--- config.mk ---
export PLATFORM = sky130hd
export DESIGN_NAME = guess_scorer
export DESIGN_NICKNAME = d
export VERILOG_FILES = /design/src/rtl/guess_scorer.sv
export SDC_FILE = /design/constraint.sdc
export NUM_CORES = 1
export LEC_CHECK = 0
export BUFFER_PORTS_ARGS = -buffer_cell sky130_fd_sc_hd__buf_4
export CAP_MARGIN = 20
export CELL_PAD_IN_SITES_DETAIL_PLACEMENT = 1
export CELL_PAD_IN_SITES_GLOBAL_PLACEMENT = 2
export CORE_ASPECT_RATIO = 0.9
export CORE_MARGIN = 5
export CORE_UTILIZATION = 40
export CTS_CLUSTER_SIZE = 30
export DETAILED_ROUTE_END_ITERATION = 8
export GPL_ROUTABILITY_DRIVEN = 0
export PLACE_DENSITY = 0.95
export SLEW_MARGIN = 20
export SYNTH_ARGS = -nofsm -noshare
export SYNTH_HDL_FRONTEND = slang
export SYNTH_SLANG_ARGS = --single-unit
--- constraint.sdc ---
create_clock -name clk -period 5.8 [get_ports clk]
set_input_delay 1.16 -clock clk [delete_from_list [all_inputs] [get_ports clk]]
set_output_delay 1.16 -clock clk [all_outputs]
set_load 0.02 [all_outputs]
--- src/rtl/guess_scorer.sv ---
// guess_scorer: multi-cycle Wordle row scorer with duplicate-letter handling.
// Ports: clk, clr (async, active-high); start, guess[25], target[25] in;
//        busy, done, colours[10], result_row[35], win out.
module guess_scorer #(
  parameter int NUM_LETTERS = 5,
  parameter int LETTER_W    = 5,
  parameter int SLOT_W      = 7
) (
  input  logic                            clk,
  input  logic                            clr,
  input  logic                            start,
  input  logic [NUM_LETTERS*LETTER_W-1:0] guess,
  input  logic [NUM_LETTERS*LETTER_W-1:0] target,
  output logic                            busy,
  output logic                            done,
  output logic [NUM_LETTERS*2-1:0]        colours,
  output logic [NUM_LETTERS*SLOT_W-1:0]   result_row,
  output logic                            win
);

  localparam logic [LETTER_W-1:0] MAX_L = LETTER_W'(25);

  typedef enum logic [1:0] {IDLE, GREEN, YELLOW, DONE} state_t;

  state_t state, nxt;

  logic [NUM_LETTERS*LETTER_W-1:0] g_q, t_q;
  logic [NUM_LETTERS-1:0]          green_q, cons_q;
  logic [1:0]                      col_q [NUM_LETTERS];
  logic [2:0]                      idx_q;
  logic                            done_q, win_q;
  logic [NUM_LETTERS*2-1:0]        colours_q;
  logic [NUM_LETTERS*SLOT_W-1:0]   row_q;

  logic [LETTER_W-1:0]             g_l [NUM_LETTERS];
  logic [LETTER_W-1:0]             t_l [NUM_LETTERS];
  logic [NUM_LETTERS-1:0]          green_v, y_oh;
  logic [LETTER_W-1:0]             cur;
  logic                            y_hit;
  logic [NUM_LETTERS*2-1:0]        col_pk;
  logic [NUM_LETTERS*SLOT_W-1:0]   row_pk;
  logic                            accept;

  // done_q doubles as the DONE-visible cycle, so IDLE must not accept then
  assign accept = (state == IDLE) && start && !done_q;

  always_comb begin
    for (int i = 0; i < NUM_LETTERS; i++) begin
      g_l[i]     = g_q[i*LETTER_W +: LETTER_W];
      t_l[i]     = t_q[i*LETTER_W +: LETTER_W];
      green_v[i] = (g_l[i] == t_l[i]) && (g_l[i] <= MAX_L);
      col_pk[i*2 +: 2]         = col_q[i];
      row_pk[i*SLOT_W +: SLOT_W] = {col_q[i], g_l[i]};
    end
  end

  // lowest unconsumed target slot holding the current guess letter;
  // a green position never consumes a second slot
  always_comb begin
    y_oh  = '0;
    y_hit = 1'b0;
    cur   = g_l[idx_q];
    for (int j = 0; j < NUM_LETTERS; j++) begin
      if (!y_hit && !green_q[idx_q] && !cons_q[j] &&
          (cur <= MAX_L) && (t_l[j] == cur)) begin
        y_hit   = 1'b1;
        y_oh[j] = 1'b1;
      end
    end
  end

  always_ff @(posedge clk or posedge clr) begin
    if (clr) state <= IDLE;
    else     state <= nxt;
  end

  always_comb begin
    nxt = state;
    unique case (state)
      IDLE:    if (accept) nxt = GREEN;
      GREEN:   nxt = YELLOW;
      YELLOW:  if (idx_q == 3'd4) nxt = DONE;
      DONE:    nxt = IDLE;
      default: nxt = IDLE;
    endcase
  end

  always_ff @(posedge clk or posedge clr) begin
    if (clr) begin
      g_q       <= '0;
      t_q       <= '0;
      green_q   <= '0;
      cons_q    <= '0;
      idx_q     <= '0;
      done_q    <= 1'b0;
      win_q     <= 1'b0;
      colours_q <= '0;
      row_q     <= '0;
      for (int i = 0; i < NUM_LETTERS; i++) col_q[i] <= 2'b00;
    end else begin
      done_q <= (state == DONE);
      unique case (state)
        IDLE: begin
          if (accept) begin
            g_q     <= guess;
            t_q     <= target;
            green_q <= '0;
            cons_q  <= '0;
            for (int i = 0; i < NUM_LETTERS; i++) col_q[i] <= 2'b00;
          end
        end
        GREEN: begin
          green_q <= green_v;
          cons_q  <= green_v;
          idx_q   <= 3'd0;
        end
        YELLOW: begin
          if (green_q[idx_q])  col_q[idx_q] <= 2'b11;
          else if (y_hit)      col_q[idx_q] <= 2'b10;
          else                 col_q[idx_q] <= 2'b01;
          cons_q <= cons_q | y_oh;
          if (idx_q != 3'd4) idx_q <= idx_q + 3'd1;
        end
        DONE: begin
          colours_q <= col_pk;
          row_q     <= row_pk;
          win_q     <= &green_q;
        end
        default: ;
      endcase
    end
  end

  assign busy       = (state != IDLE) || done_q;
  assign done       = done_q;
  assign colours    = colours_q;
  assign result_row = row_q;
  assign win        = win_q;

endmodule

---- Word level (Yosys, flattened, before mapping) ----
Index checks and enable logic that the tools add are counted.
storage, ports and cells
  register bits after elaboration ......... 122
  bits of input ports ..................... 53
  output and inout bits ................... 48
  word-level logic and storage cells ...... 132
operators by class
  add/sub/neg operators ................... 1
  order comparisons ....................... 9
  equal/unequal tests ..................... 18
  mux-type cells .......................... 28
  bitwise gates (word level) .............. 9
  reductions and logical operators ........ 52
operators by type and width
  kind                                                   count
  == test 5 bit                                          10
  less-or-equal comparator 5 bit, second input constant  6
  2-to-1 mux 10 bit                                      3
  logical AND 1 bit                                      27
  one-hot mux 10 bit (2 select lines)                    1
  binary-select mux 5 bit (select 3 bit)                 1
  2-to-1 mux 5 bit                                       3
  bitwise OR 5 bit                                       3
  one-hot mux 5 bit (3 select lines)                     1
  AND reduction 2 bit                                    6
  logical NOT 1 bit                                      11
  bitwise AND 5 bit                                      2
  2-to-1 mux 1 bit                                       10
  inverter 5 bit                                         2
  bitwise OR 10 bit                                      1
  one-hot mux 5 bit (2 select lines)                     1
  one-hot mux 2 bit (4 select lines)                     1
  nonzero test 2 bit                                     4
  demux 2 bit (select 3 bit)                             1
  2-to-1 mux 2 bit                                       3
  != test 2 bit, second input constant                   3
  one-hot mux 3 bit (2 select lines)                     1
  AND reduction 5 bit                                    1
  == test 2 bit, second input constant                   2
  13 further kinds                                       13

---- Depth between registers and ports, before layout ----
Gate-level depths: netlist of the first run.
  depth after elaboration ................. 35
  gate-level depth with buffers ........... 10
  depth with buffers taken out ............ 8

---- Worst setup path before layout of the first run ----
No wires, ideal clock.
  path kind ............................... register to register
  start ................................... register idx_q[0]
  end ..................................... register cons_q[3]
  library setup time ...................... 0.124 ns
  arrival time ............................ 2.701 ns
  data required time ...................... 5.676 ns
  path slack .............................. 2.975 ns
  cell stages (with the launch flop) ...... 9
  cell sequence ........................... dfrtp_1 mux2_4 a22o_1 or3_1 a222oi_1 or4b_1 a21o_1 nor3b_1 o31a_1
between the ends
  word-level cells in the longest chain between the ends .. 28
  elaborated cells on any way between the ends .. 36
  those cells by class .................... order compare: 1; eq/ne: 4; mux: 10; bitwise: 2; reduce/logical: 19
RTL lines
  what                                                 line  text
  start: declaration                                   30    logic [2:0] idx_q;
  start signal: assignment                             122   if (idx_q != 3'd4) idx_q <= idx_q + 3'd1;
  inverter 3 -> 4 bit (not written as such)            62    cur = g_l[idx_q];
  binary-select mux 5 bit (select 3 bit)               62
  2-to-1 mux 5 bit (not written as such) (2 in a row)  62
  less-or-equal comparator 5 bit                       65    (cur <= MAX_L) && (t_l[j] == cur)) begin
  logical AND 1 bit                                    64    if (!y_hit && !green_q[idx_q] && !cons_q[j] &&
  logical AND 1 bit                                    65
  2-to-1 mux 1 bit                                     64
  logical NOT 1 bit                                    64
  [... 9 more ...]                                     -
  logical AND 1 bit                                    65
  2-to-1 mux 1 bit                                     64
  logical NOT 1 bit                                    64
  logical AND 1 bit (3 in a row)                       64
  logical AND 1 bit *                                  65
  2-to-1 mux 1 bit *                                   64
  bitwise OR 5 bit *                                   121   cons_q <= cons_q | y_oh;
  one-hot mux 5 bit (3 select lines) *                 102   unique case (state)
  end signal: assignment                               114   cons_q <= green_v;
  end signal: assignment                               121
  end: declaration                                     28    logic [NUM_LETTERS-1:0] green_q, cons_q;
Every way passes the cells marked *; elsewhere a longest branch is shown, timed or not. The select of a mux whose other input is x is not followed.
A chain may end at the register's enable or synchronous reset.

---- Worst setup path after layout of the first run ----
Same ends and word-level chain as after synthesis.

==> results of run 1 <==
## report_power, final
group	switching (mW)	internal, mW
Clock	0.308	0.389
Combinational	1.14	1.04
Sequential	0.425	1.13
## worst max path at each step
stage,startpoint,end,slack [ns],depth (start not counted)
after floorplan,clr,col_pk[0],1.68,1
after global placement,idx_q[0],cons_q[3],2.29,8
after detailed placement,idx_q[0],col_pk[5],2.22,8
after CTS,idx_q[0],cons_q[3],2.17,8
after global routing,idx_q[0],cons_q[3],1.89,8
final,idx_q[0],cons_q[3],2.10,8
## registers in the layout, indices dropped and copies added, names as in the netlist
name        count
col_pk         10
colours        10
cons_q          5
done            1
g_q            25
green_q         5
idx_q           3
result_row     25
state           2
t_q            25
win             1
## Yosys cell counts, types with 3 or more instances
cell type  instances
dfrtp_1          112
mux2_2            93
o21ai_0           28
xnor2_1           27
nand2_1           25
nor2_1            16
buf_4             12
clkbuf_1          12
inv_1             12
xor2_1            10
a21oi_1            8
ha_1               8
nor3_1             6
nand3_1            5
or3_1              5
a22o_1             4
mux2i_1            4
nand3b_1           4
nand4_1            4
o2bb2ai_1          4
or4_1              4
a211oi_1           3
a31o_2             3
and2_1             3
o2111ai_1          3
o31ai_2            3
o41ai_1            3
## per-layer routing
metal | track usage [%] | vias to the layer above
li1 | - | 1834
met1 | 22.3 | 2059
met2 | 32.1 | 92
met3 | 5.16 | 22
met4 | 6.30 | 0
met5 | 0 | -
## cell type report
type	instances	area, µm²	area share, %
clock buffers	9	225	3.31
repair buffers	102	766	11.2
inverters	12	47.5	0.698
clock inverters	7	109	1.60
multi-input cells	313	2620	38.5
flip-flops and latches	112	2800	41.1
well taps	193	241	3.54
## cell families after synthesis
kind of cell | share of synthesized area (%)
buf+inv | 3.45
compound gates | 9.76
fa+ha+maj | 1.78
flops | 49.9
simple gates | 9.29
mux | 20.0
xor+xnor | 5.77
## critical path: stages, from the launching register on
cell       delay (ns)
dfrtp_1          0.74
nor3b_1          0.76
o2bb2ai_1        0.36
o21ai_0          0.18
a222oi_1         0.37
or4b_1           0.49
a21o_1           0.25
nor3b_1          0.16
o31a_1           0.27
## metrics by stage
| step | util [%] | cell area, µm² |
|---|---|---|
| final | 49.0 | 6810 |
| after global routing | 49.0 | 6810 |
| after CTS | 49.0 | 6810 |
| after detailed placement | 46.6 | 6480 |
| after global placement | 46.6 | 6480 |
| after floorplan | - | 5620 |
==> impl_metrics.env, run 1 <==
export IMPL_status="complete, no violations"
export IMPL_yosysTopAreaCell="dfrtp_1"
export IMPL_met1_length_um=6230
export IMPL_path_clk_slew_ns=0.08
export IMPL_worst_slew_pin_slew_ns=0.980
export IMPL_cts_inserted_buffers=9
export IMPL_rsz0062_at_grt="false"
export IMPL_antenna_found_initial=0
export IMPL_synth_main_ff_cell="dfrtp_1"
export IMPL_synthesis_instances=464
export IMPL_insertion_delay_ns=0.36
export IMPL_relSlewSlack_pct=34.7
export IMPL_fin_crit_sh_pct=63.8
export IMPL_hold_viol=0
export IMPL_fin_skew_ns=0.00801
export IMPL_cts_tree="yes"
export IMPL_route_met3_wl_um=735
export IMPL_startpoint_type="flip-flop"
export IMPL_routed_wl_um=14700
export IMPL_post_place_ws_ns=2.22
export IMPL_hp_class="reg -> reg"
export IMPL_dr_wl_met2_um=7380
export IMPL_cellPowerDensity_mw_per_mm2=649
export IMPL_period_minus_slack_ns=3.70
export IMPL_final_cells=748
export IMPL_top_layer="met4"
export IMPL_drc=0
export IMPL_min_from="col_pk[1]"
export IMPL_htreeDepth=3
export IMPL_placed_cells=732
export IMPL_vias=4007
export IMPL_setup_viol=0
export IMPL_clockRootBuffer="clkbuf_16"
export IMPL_synth_async_reset_ratio_pct=100
export IMPL_cts_resized=0
export IMPL_die_area_mm2=0.0165
export IMPL_mostFrequentLayoutCells="dfrtp_1 (112), buf_4 (102), mux2_2 (93), o21ai_0 (28), xnor2_1 (27)"
export IMPL_layout_commonest_cell="dfrtp_1"
export IMPL_ys_top_cells_by_area="dfrtp_1 (50%), mux2_2 (19%), xnor2_1 (4.2%), o21ai_0 (2.5%), ha_1 (1.8%)"
export IMPL_reg2reg_to="cons_q[3]"
export IMPL_end_kind="flip-flop"
export IMPL_drive_gt1_share_pct=41.4
export IMPL_holdPathStages=2
export IMPL_initialDrtViolationCount=155
export IMPL_leakage_nw=3.03
export IMPL_cts_sinks=112
export IMPL_antenna_left=0
export IMPL_grt_pass1_vias=4472
export IMPL_num_io_pins=101
export IMPL_hold_ws_ns=0.491
export IMPL_cts_setup_buffers=0
export IMPL_n_antenna_cell=0
export IMPL_critPathArrivalTime_ns=3.95
export IMPL_crit_required_ns=6.05
export IMPL_max_freq_ghz=0.270
export IMPL_synth_seq_cells=112
export IMPL_grt_usage_pct=18.5
export IMPL_syn_nets=525
export IMPL_areaGrowthSynthToFinish_pct=21.3
export IMPL_nets=611
export IMPL_r2r_start="idx_q[0]"
export IMPL_cap_violations=0
export IMPL_grt_pass1_wl_um=23800
export IMPL_r2r_cells=8
export IMPL_synthesis_area_mm2=0.00562
export IMPL_dp_hpwl_um=11000
export IMPL_p_total_mw=4.42
export IMPL_num_fill_cells=1463
export IMPL_syn_area_per_cell_um2=12.1
export IMPL_yosys_warnings=0
export IMPL_via_per_inst=5.36
export IMPL_synth_edf_count=0
export IMPL_cts_hold_buf=0
export IMPL_core_mm2=0.0139
export IMPL_initial_core_util_pct=40.4
export IMPL_grt_overflow=0
export IMPL_row_count=41
export IMPL_dr_pass1_iters=4
export IMPL_tns_ns=0
export IMPL_r2r_slack_ns=2.10
export IMPL_grt_max_degree=59
export IMPL_yosysTopAreaCellShare_pct=49.9
export IMPL_drv_slew=0
export IMPL_yosys_cell_types_count=61
export IMPL_routedWlPerCell_um=19.6
export IMPL_path_max_fanout=24
export IMPL_placement_io_buffers=100
export IMPL_die_h_um=122
export IMPL_vdd_drop_max_mv=0.282
export IMPL_hold_end="col_pk[1]"
export IMPL_yosysSeqAreaShare_pct=49.9
export IMPL_fp_dieW_um=135
export IMPL_crit_type="reg -> reg"
export IMPL_setup_slack_ns=2.10
export IMPL_cts_buffer_depth=2
(Power assumes the default switching activity.)
==> inputs of run 2 (changes only) <==
--- a/config.mk
+++ b/config.mk
@@ -11,11 +11,11 @@
 export CELL_PAD_IN_SITES_GLOBAL_PLACEMENT = 2
 export CORE_ASPECT_RATIO = 0.9
 export CORE_MARGIN = 5
-export CORE_UTILIZATION = 40
+export CORE_UTILIZATION = 37
 export CTS_CLUSTER_SIZE = 30
 export DETAILED_ROUTE_END_ITERATION = 8
 export GPL_ROUTABILITY_DRIVEN = 0
-export PLACE_DENSITY = 0.95
+export PLACE_DENSITY = 0.9
 export SLEW_MARGIN = 20
 export SYNTH_ARGS = -nofsm -noshare
 export SYNTH_HDL_FRONTEND = slang
==> constraint.sdc (replaced) <==
create_clock -name clk -period 3.7 [get_ports clk]
set_input_delay 0.74 -clock clk [delete_from_list [all_inputs] [get_ports clk]]
set_output_delay 0.74 -clock clk [all_outputs]
set_load 0.02 [all_outputs]
==> impl_metrics.env, run 2 (synthesis gave the netlist of run 1 again) <==
export IMPL_grt_max_degree=62
export IMPL_path_buf_inv=0
export IMPL_hold_viol=0
export IMPL_setup_viol=0
export IMPL_relSlewSlack_pct=36.1
export IMPL_startpoint_type="flip-flop"
export IMPL_via_per_inst=5.26
export IMPL_nets=615
export IMPL_areaGrowthSynthToFinish_pct=21.7
export IMPL_multi_input_area_mm2=0.00262
export IMPL_htreeDepth=3
export IMPL_vias=3979
export IMPL_stdcell_area_mm2=0.00684
export IMPL_cts_sinks=112
export IMPL_path_max_fanout=13
export IMPL_max_freq_ghz=0.300
export IMPL_drv_slew=0
export IMPL_hold_ws_ns=0.480
export IMPL_num_io_pins=101
export IMPL_fp_dieW_um=140
export IMPL_drc=0
export IMPL_routed_wl_um=14900
export IMPL_n_antenna_cell=0
export IMPL_critPathArrivalTime_ns=3.58
export IMPL_dp_hpwl_um=11300
export IMPL_insertion_delay_ns=0.35
export IMPL_area_sequential_mm2=0.00280
export IMPL_cts_tree="yes"
export IMPL_status="complete, no violations"
export IMPL_cts_buffer_depth=2
export IMPL_clockRootBuffer="clkbuf_16"
export IMPL_crit_family="simple AND/OR/NAND/NOR gates"
export IMPL_cellPowerDensity_mw_per_mm2=1010
export IMPL_crit_chain="nor3b_1 -> and2_1 -> o21ai_0 -> a222oi_1 -> or4b_1 -> a21o_1 -> nor4b_4 -> o41ai_2"
export IMPL_core_mm2=0.0148
export IMPL_cts_resized=0
export IMPL_fin_skew_ns=0.00718
export IMPL_mostFrequentLayoutCells="dfrtp_1 (112), buf_4 (105), mux2_2 (93), o21ai_0 (28), xnor2_1 (27)"
export IMPL_p_total_mw=6.90
export IMPL_initial_core_util_pct=37.9
export IMPL_leakage_nw=3.04
export IMPL_drive_gt1_share_pct=41.7
export IMPL_worst_slew_pin_slew_ns=0.958
export IMPL_placed_cells=741
export IMPL_row_count=42
export IMPL_end_kind="flip-flop"
export IMPL_initialDrtViolationCount=146
export IMPL_grt_pass1_vias=4440
export IMPL_utilization_pct=46.1
export IMPL_final_cells=757
export IMPL_cts_setup_buffers=0
export IMPL_path_clk_slew_ns=0.07
export IMPL_placed_cell_area_mm2=0.00653
export IMPL_grt_usage_pct=17.2
export IMPL_tns_ns=0
export IMPL_layout_commonest_cell="dfrtp_1"
export IMPL_crit_required_ns=3.95
export IMPL_hp_class="in -> async"
export IMPL_period_minus_slack_ns=3.33
export IMPL_cpPeakStageDelay_ns=0.67
export IMPL_vdd_drop_max_mv=0.394
export IMPL_cts_hold_buf=0
export IMPL_critical_path_slowest_cell="nor3b_1"
export IMPL_antenna_found_initial=0
export IMPL_fin_crit_sh_pct=90.0
export IMPL_setup_slack_ns=0.370
export IMPL_rsz0062_at_grt="false"
export IMPL_cts_inserted_buffers=9
export IMPL_grt_pass1_wl_um=24300
export IMPL_grt_overflow=0
export IMPL_placement_io_buffers=100
export IMPL_cap_violations=0
export IMPL_die_area_mm2=0.0177
export IMPL_routedWlPerCell_um=19.7
export IMPL_num_fill_cells=1601
export IMPL_crit_type="reg -> reg"
export IMPL_post_place_ws_ns=0.419
export IMPL_antenna_left=0
export IMPL_dr_pass1_iters=4
export IMPL_die_h_um=127
==> run 2: final timing paths <==
check / start / to / slack, ns / cells after the start
worst min register to register: col_pk[6] / col_pk[6] / 0.50 / 2
worst min-delay path: clr / done / 0.48 / 2
max in group asynchronous: clr / result_row[2] / 2.46 / 3
worst max register to register: idx_q[2] / col_pk[1] / 0.37 / 8
min in group clk: col_pk[6] / col_pk[6] / 0.50 / 2
worst max-delay path: idx_q[2] / col_pk[1] / 0.37 / 8
==> run 2: power breakdown <==
part | total (mW) | switching [mW] | internal (mW)
registers | 2.40 | 0.637 | 1.77
logic | 3.48 | 1.82 | 1.66
clock network | 1.01 | 0.463 | 0.551
==> run 2: final cells by class <==
class / instances / area share, %
clock buffers: 11 / 3.55
flip-flops and latches: 112 / 41.0
clock inverters: 5 / 0.952
well taps: 198 / 3.62
repair buffers: 106 / 11.8
inverters: 12 / 0.696
multi-input cells: 313 / 38.3
==> run 2: layer usage <==
layer  share of wire (%)  GRT usage (%)  vias up
met3                 5.7           4.70       19
met4                 1.5           4.50        0
met2                  48           29.0      110
li1                    -              -     1846
met1                  44           22.0     2004
met5                   0              0        -
